--- src/rtl/tone_pkg.sv ---
// rtl/tone_pkg.sv - shared FSM encoding and default timing constants for the tone sequencer
package tone_pkg;

  typedef enum logic [1:0] {
    ST_IDLE = 2'd0,
    ST_LOAD = 2'd1,
    ST_PLAY = 2'd2
  } state_t;

  // Defaults target a 50 MHz clock with 1 ms duration ticks.
  localparam int DEF_CNT_W    = 15;
  localparam int DEF_DUR_W    = 12;
  localparam int DEF_DEPTH    = 4;
  localparam int DEF_TICK_DIV = 50000;

endpackage

--- src/rtl/note_fifo.sv ---
// rtl/note_fifo.sv - show-ahead synchronous note FIFO with flush and occupancy count
module note_fifo #(
  parameter int WIDTH = 27,
  parameter int DEPTH = 4
) (
  input  logic                     clk,
  input  logic                     reset,
  input  logic                     push,
  input  logic                     pop,
  input  logic                     flush,
  input  logic [WIDTH-1:0]         din,
  output logic [WIDTH-1:0]         dout,
  output logic                     full,
  output logic                     empty,
  output logic [$clog2(DEPTH):0]   count
);

  localparam int AW = $clog2(DEPTH);
  localparam int CW = AW + 1;

  logic [WIDTH-1:0] mem [DEPTH];
  logic [AW-1:0]    wr_ptr;
  logic [AW-1:0]    rd_ptr;
  logic             do_push;
  logic             do_pop;

  assign full    = (count == CW'(DEPTH));
  assign empty   = (count == '0);
  assign do_push = push && !full && !flush;
  assign do_pop  = pop && !empty && !flush;
  assign dout    = mem[rd_ptr];

  always_ff @(posedge clk) begin
    if (do_push) begin
      mem[wr_ptr] <= din;
    end
  end

  // Flush wins over any same-cycle push or pop.
  always_ff @(posedge clk or posedge reset) begin
    if (reset) begin
      wr_ptr <= '0;
      rd_ptr <= '0;
      count  <= '0;
    end else if (flush) begin
      wr_ptr <= '0;
      rd_ptr <= '0;
      count  <= '0;
    end else begin
      if (do_push) begin
        wr_ptr <= wr_ptr + AW'(1);
      end
      if (do_pop) begin
        rd_ptr <= rd_ptr + AW'(1);
      end
      if (do_push && !do_pop) begin
        count <= count + CW'(1);
      end else if (do_pop && !do_push) begin
        count <= count - CW'(1);
      end
    end
  end

endmodule

--- src/rtl/tone_sequencer.sv ---
// rtl/tone_sequencer.sv - queued square-wave note player with rests, pause, flush and completion pulses
module tone_sequencer
  import tone_pkg::*;
#(
  parameter int CNT_W    = DEF_CNT_W,
  parameter int DUR_W    = DEF_DUR_W,
  parameter int DEPTH    = DEF_DEPTH,
  parameter int TICK_DIV = DEF_TICK_DIV
) (
  input  logic                   clk,
  input  logic                   reset,
  input  logic                   enable,
  input  logic                   flush,
  input  logic                   note_valid,
  output logic                   note_ready,
  input  logic [CNT_W-1:0]       note_half_period,
  input  logic [DUR_W-1:0]       note_duration,
  output logic                   sound,
  output logic                   busy,
  output logic                   note_done,
  output logic [$clog2(DEPTH):0] fifo_count
);

  localparam int WIDTH = CNT_W + DUR_W;
  localparam int TW    = (TICK_DIV > 1) ? $clog2(TICK_DIV) : 1;
  localparam logic [TW-1:0] TICK_LAST = TW'(TICK_DIV - 1);

  state_t           state;
  state_t           next_state;
  logic [CNT_W-1:0] cur_hp;
  logic [DUR_W-1:0] cur_dur;
  logic [CNT_W-1:0] per_cnt;
  logic [TW-1:0]    tick_cnt;
  logic             snd;

  logic [WIDTH-1:0] fifo_dout;
  logic             fifo_full;
  logic             fifo_empty;
  logic             fifo_push;
  logic             fifo_pop;
  logic [CNT_W-1:0] head_hp;
  logic [DUR_W-1:0] head_dur;

  logic             load_note;
  logic             advance;
  logic             tick_wrap;
  logic             per_wrap;

  assign note_ready = !fifo_full && !flush;
  assign fifo_push  = note_valid && note_ready;
  assign head_hp    = fifo_dout[WIDTH-1:DUR_W];
  assign head_dur   = fifo_dout[DUR_W-1:0];

  note_fifo #(
    .WIDTH (WIDTH),
    .DEPTH (DEPTH)
  ) u_note_fifo (
    .clk   (clk),
    .reset (reset),
    .push  (fifo_push),
    .pop   (fifo_pop),
    .flush (flush),
    .din   ({note_half_period, note_duration}),
    .dout  (fifo_dout),
    .full  (fifo_full),
    .empty (fifo_empty),
    .count (fifo_count)
  );

  assign tick_wrap = (tick_cnt == TICK_LAST);
  // Only evaluated while cur_hp is non-zero, so cur_hp-1 never underflows.
  assign per_wrap  = (per_cnt == (cur_hp - CNT_W'(1)));

  assign sound = snd & enable & (state == ST_PLAY) & (cur_hp != '0);
  assign busy  = (state != ST_IDLE) || !fifo_empty;

  always_ff @(posedge clk or posedge reset) begin
    if (reset) begin
      state <= ST_IDLE;
    end else begin
      state <= next_state;
    end
  end

  // Pause freezes every transition; flush overrides everything including a note end.
  always_comb begin
    next_state = state;
    fifo_pop   = 1'b0;
    load_note  = 1'b0;
    advance    = 1'b0;
    note_done  = 1'b0;
    if (flush) begin
      next_state = ST_IDLE;
    end else if (enable) begin
      case (state)
        ST_IDLE: begin
          if (!fifo_empty) begin
            next_state = ST_LOAD;
          end
        end
        ST_LOAD: begin
          if (fifo_empty) begin
            next_state = ST_IDLE;
          end else begin
            fifo_pop  = 1'b1;
            load_note = 1'b1;
            if (head_dur == '0) begin
              note_done  = 1'b1;
              next_state = ST_IDLE;
            end else begin
              next_state = ST_PLAY;
            end
          end
        end
        ST_PLAY: begin
          advance = 1'b1;
          if (tick_wrap && (cur_dur == DUR_W'(1))) begin
            note_done  = 1'b1;
            next_state = fifo_empty ? ST_IDLE : ST_LOAD;
          end
        end
        default: begin
          next_state = ST_IDLE;
        end
      endcase
    end
  end

  always_ff @(posedge clk or posedge reset) begin
    if (reset) begin
      cur_hp   <= '0;
      cur_dur  <= '0;
      per_cnt  <= '0;
      tick_cnt <= '0;
      snd      <= 1'b0;
    end else if (flush) begin
      cur_hp   <= '0;
      cur_dur  <= '0;
      per_cnt  <= '0;
      tick_cnt <= '0;
      snd      <= 1'b0;
    end else if (load_note) begin
      cur_hp   <= head_hp;
      cur_dur  <= head_dur;
      per_cnt  <= '0;
      tick_cnt <= '0;
      snd      <= 1'b0;
    end else if (advance) begin
      if (cur_hp != '0) begin
        if (per_wrap) begin
          per_cnt <= '0;
          snd     <= ~snd;
        end else begin
          per_cnt <= per_cnt + CNT_W'(1);
        end
      end
      if (tick_wrap) begin
        tick_cnt <= '0;
        cur_dur  <= cur_dur - DUR_W'(1);
      end else begin
        tick_cnt <= tick_cnt + TW'(1);
      end
    end
  end

endmodule

--- config.mk ---
export PLATFORM = sky130hd
export DESIGN_NAME = tone_sequencer
export DESIGN_NICKNAME = d
export VERILOG_FILES = /design/src/rtl/tone_pkg.sv /design/src/rtl/note_fifo.sv /design/src/rtl/tone_sequencer.sv
export SDC_FILE = /design/constraint.sdc
export NUM_CORES = 1
export LEC_CHECK = 0
export ABC_AREA = 1
export BUFFER_PORTS_ARGS = -buffer_cell sky130_fd_sc_hd__buf_2
export CAP_MARGIN = 40
export CORE_ASPECT_RATIO = 1.2
export CORE_MARGIN = 8
export CORE_UTILIZATION = 55
export DETAILED_ROUTE_END_ITERATION = 8
export PLACE_DENSITY = 0.84
export SYNTH_ARGS = -nofsm -noshare
export SYNTH_HDL_FRONTEND = slang
export SYNTH_HIERARCHICAL = 1
export SYNTH_SLANG_ARGS = --single-unit
--- constraint.sdc ---
create_clock -name clk -period 3.5 [get_ports clk]
set_input_delay 0.7 -clock clk [delete_from_list [all_inputs] [get_ports clk]]
set_output_delay 0.7 -clock clk [all_outputs]
set_load 0.01 [all_outputs]
==> results.yml <==
outcome:
  status: "finished, final reports clean"
hold_path:
  hold_path.class: "input port to asynchronous set/reset pin"
setup_path:
  start_kind: "flip-flop"
  reg2reg_depth: 14
  end_kind: "output pin"
  path_class: "flip-flop to output pin"
  arrival_ns: 2.50
  slowest_stage: "dfrtp_1"
  crit_chain: "inv_1, o21ai_0, o22ai_1, nor4_1, and3_1, nand2_1, a21oi_1, buf_2"
  required_ns: 2.80
  cp_max_fo: 15
  critPathMaxStageDelay_ns: 0.58
  rr_startpoint: "u_note_fifo/count[1]$_DFFE_PP0P_"
  r2r_slack_ns: 0.92
  reg2reg_to: "tick_cnt[8]$_DFFE_PP0P_"
route:
  detail-route-antenna-nets: 0
  via_count: 6515
  routedWlPerCell_microns: 15.6
  drc: 0
  avgViaCountPerCell: 5.58
  drt-initial-drc-count: 534
  drtPass1Iterations: 7
  wl_microns: 18200
sta:
  fmax_mhz: 313
  drv_slew: 0
  timing.final.crit_share: 0.914
  setup_violations: 0
  slew_headroom: 0.642
  period_minus_slack_ns: 3.20
  hold_viol: 0
  rsz0062_at_grt: "false"
  tightest_slew_ns: 0.536
  skew_ns: 0.00852
  setup-tns-final_ns: 0
yosys:
  synthTopCellsByArea: "edfxtp_1 38%, dfrtp_1 20%, nand2_1 7.2%"
  yosys_register_bits: 176
  netlist_instances: 904
  yosysSeqAreaShare: 0.576
  synthAdderAreaFrac: 0.0213
  yosysTopAreaCell: "edfxtp_1"
  syn_area_per_cell_sq_um: 9.49
  synth_top_family_by_area: "simple AND/OR/NAND/NOR gates"
  synth_nets: 950
  ys_types: 51
  synth_simple_gate_area_frac: 0.204
  synth_compound_area_frac: 0.113
  ys.warnings.count: 6
  synth_top_area_frac: 0.378
  synth_area_sq_mm: 0.00858
  yosys-mux-area-fraction: 0
  synthXorXnorAreaFrac: 0.0230
layout:
  area_growth_syn_to_layout_pct: 11.7
  layout.cells.non_filler: 1167
  nets: 994
  num_antenna_cells: 0
  drive_gt1_frac: 0.133
flow_run:
  cap_violations: 0
grt:
  grt_start_max_net_pins: 40
  grt_pass1_wl_microns: 30300
  antenna_found_initial: 0
  grt_pass1_vias: 6508
  gr-total-overflow: 0
  track_usage: 0.193
clock_tree:
  htree_num_levels: 4
  hold_buffers: 0
  clockBufferDepth: 2
  cts.sinks: 176
  cts_setup_buffers: 0
  clk_pin_slew_worst_paths_ns: 0.07
  clk_latency_ns: 0.43
  cts_made_buffers: 17
  clock-root-buffer: "clkbuf_16"
  cts_tree: "done"
floorplan:
  die_area_sq_mm: 0.0199
  die_w_microns: 130
  coreArea_sq_mm: 0.0155
  dieHeight_microns: 153
  ios: 39
  num_rows: 50
  start_util: 0.555
pwr:
  peakVddDrop_mv: 0.451
  power.density_mw_per_mm2: 522
  p_leak_nw: 3.99
placement:
  portBuffers: 38
  gp_congestion: 0.880
  place_inst: 1137
  hpwl_microns: 12300
-- through the flow --
step / hold slack, ns / utilization / worst slack [ns] / area (sq um) / total power (W)
2_1_floorplan: 0.455 / - / 0.645 / 8580 / 0.00300
3_3_place_gp: 0.473 / 0.583 / 0.696 / 9000 / 0.00318
3_5_place_dp: 0.487 / 0.584 / 0.660 / 9020 / 0.00320
4_1_cts: 0.241 / 0.620 / 0.186 / 9590 / 0.00502
5_1_grt: 0.253 / 0.620 / 0.0501 / 9590 / 0.00520
6_report: 0.240 / 0.620 / 0.302 / 9590 / 0.00500
-- layout by cell type, fill, tap and decap left out, types with 20 or more instances in the layout --
cell        n
nand2_1   165
nor2_1    111
edfxtp_1  108
inv_1      96
o21ai_0    93
dfrtp_1    68
nand3_1    43
buf_2      38
o22ai_1    36
a21oi_1    20
-- how the worst max path moves through the flow --
| stage | startpoint | endpoint | slack [ns] | cells after the start |
|---|---|---|---|---|
| after global routing | u_note_fifo/rd_ptr[1]$_DFFE_PP0P_ | note_done | 0.05 | 8 |
| after floorplan | flush | u_note_fifo/mem[0][0]$_DFFE_PP_ | 0.64 | 5 |
| after CTS | u_note_fifo/rd_ptr[0]$_DFFE_PP0P_ | note_done | 0.19 | 9 |
| final | u_note_fifo/rd_ptr[1]$_DFFE_PP0P_ | note_done | 0.30 | 8 |
| after detailed placement | u_note_fifo/rd_ptr[0]$_DFFE_PP0P_ | note_done | 0.66 | 9 |
| after global placement | u_note_fifo/rd_ptr[0]$_DFFE_PP0P_ | note_done | 0.70 | 9 |
-- synthesized netlist by cell type, drive strengths merged --
master / instances
a21boi: 1
a21oi: 23
a221oi: 2
a22o: 1
a31oi: 2
a32o: 1
and3: 2
buf: 17
clkbuf: 10
clkinv: 1
dfrtp: 68
edfxtp: 108
fa: 1
ha: 13
inv: 104
nand2: 175
nand3: 45
nand3b: 2
nand4: 11
nor2: 132
nor3: 16
nor3b: 2
nor4: 4
nor4b: 1
o211a: 1
o211ai: 1
o21ai: 100
o221ai: 1
o22ai: 37
o31ai: 1
xnor2: 4
xnor3: 1
xor2: 16
-- report_power, final --
group | total, W | internal (W) | switching (W)
sequential | 0.00239 | 0.00231 | 0.0000801
clock | 0.00183 | 0.00105 | 0.000785
combinational | 0.000784 | 0.000274 | 0.000510
total | 0.00500 | 0.00363 | 0.00138
-- per-layer routing --
metal,wire length (microns),vias up,global-route usage
met5,0,-,0
met4,435,0,0.103
met3,942,40,0.0359
met2,9280,233,0.321
met1,7580,3105,0.230
li1,-,3137,-
-- registers in the layout (all words and copies together) (netlist names), 2 cells and up --
signal and flops:
cur_dur 12, cur_hp 15, per_cnt 15, state 2
tick_cnt 16, u_note_fifo/count 3, u_note_fifo/mem 108, u_note_fifo/rd_ptr 2
u_note_fifo/wr_ptr 2
-- repair_timing --
item                       CTS  global route
resized for setup            0             2
hold endpoints to repair     0             0
setup endpoints to repair    0             1
-- kinds of logic after synthesis --
family,Yosys count
buffers and inverters,132
adders and majority gates,14
xor gates and xnor gates,21
AOI/OAI and AO/OA,171
and+or+nand+nor,390
DFF,176
-- critical path: cells and delay by family, from the launching register on --
family / cells / cell delay (ns)
AND/OR/NAND/NOR: 3 / 0.59
flip-flops: 1 / 0.58
buffers and inverters: 2 / 0.45
AO/OA/AOI/OAI: 3 / 0.44
-- final cells by class --
type                            instances  area, sq um
Clock buffer                           17          425
Clock inverter                         13          139
Fill cell                            1196         5860
Inverter                              105          404
Multi-Input combinational cell        596         3110
Sequential cell                       176         4940
Tap cell                              208          260
Timing Repair Buffer                   52          308
No activity file was read; power rests on OpenSTA's default activity.
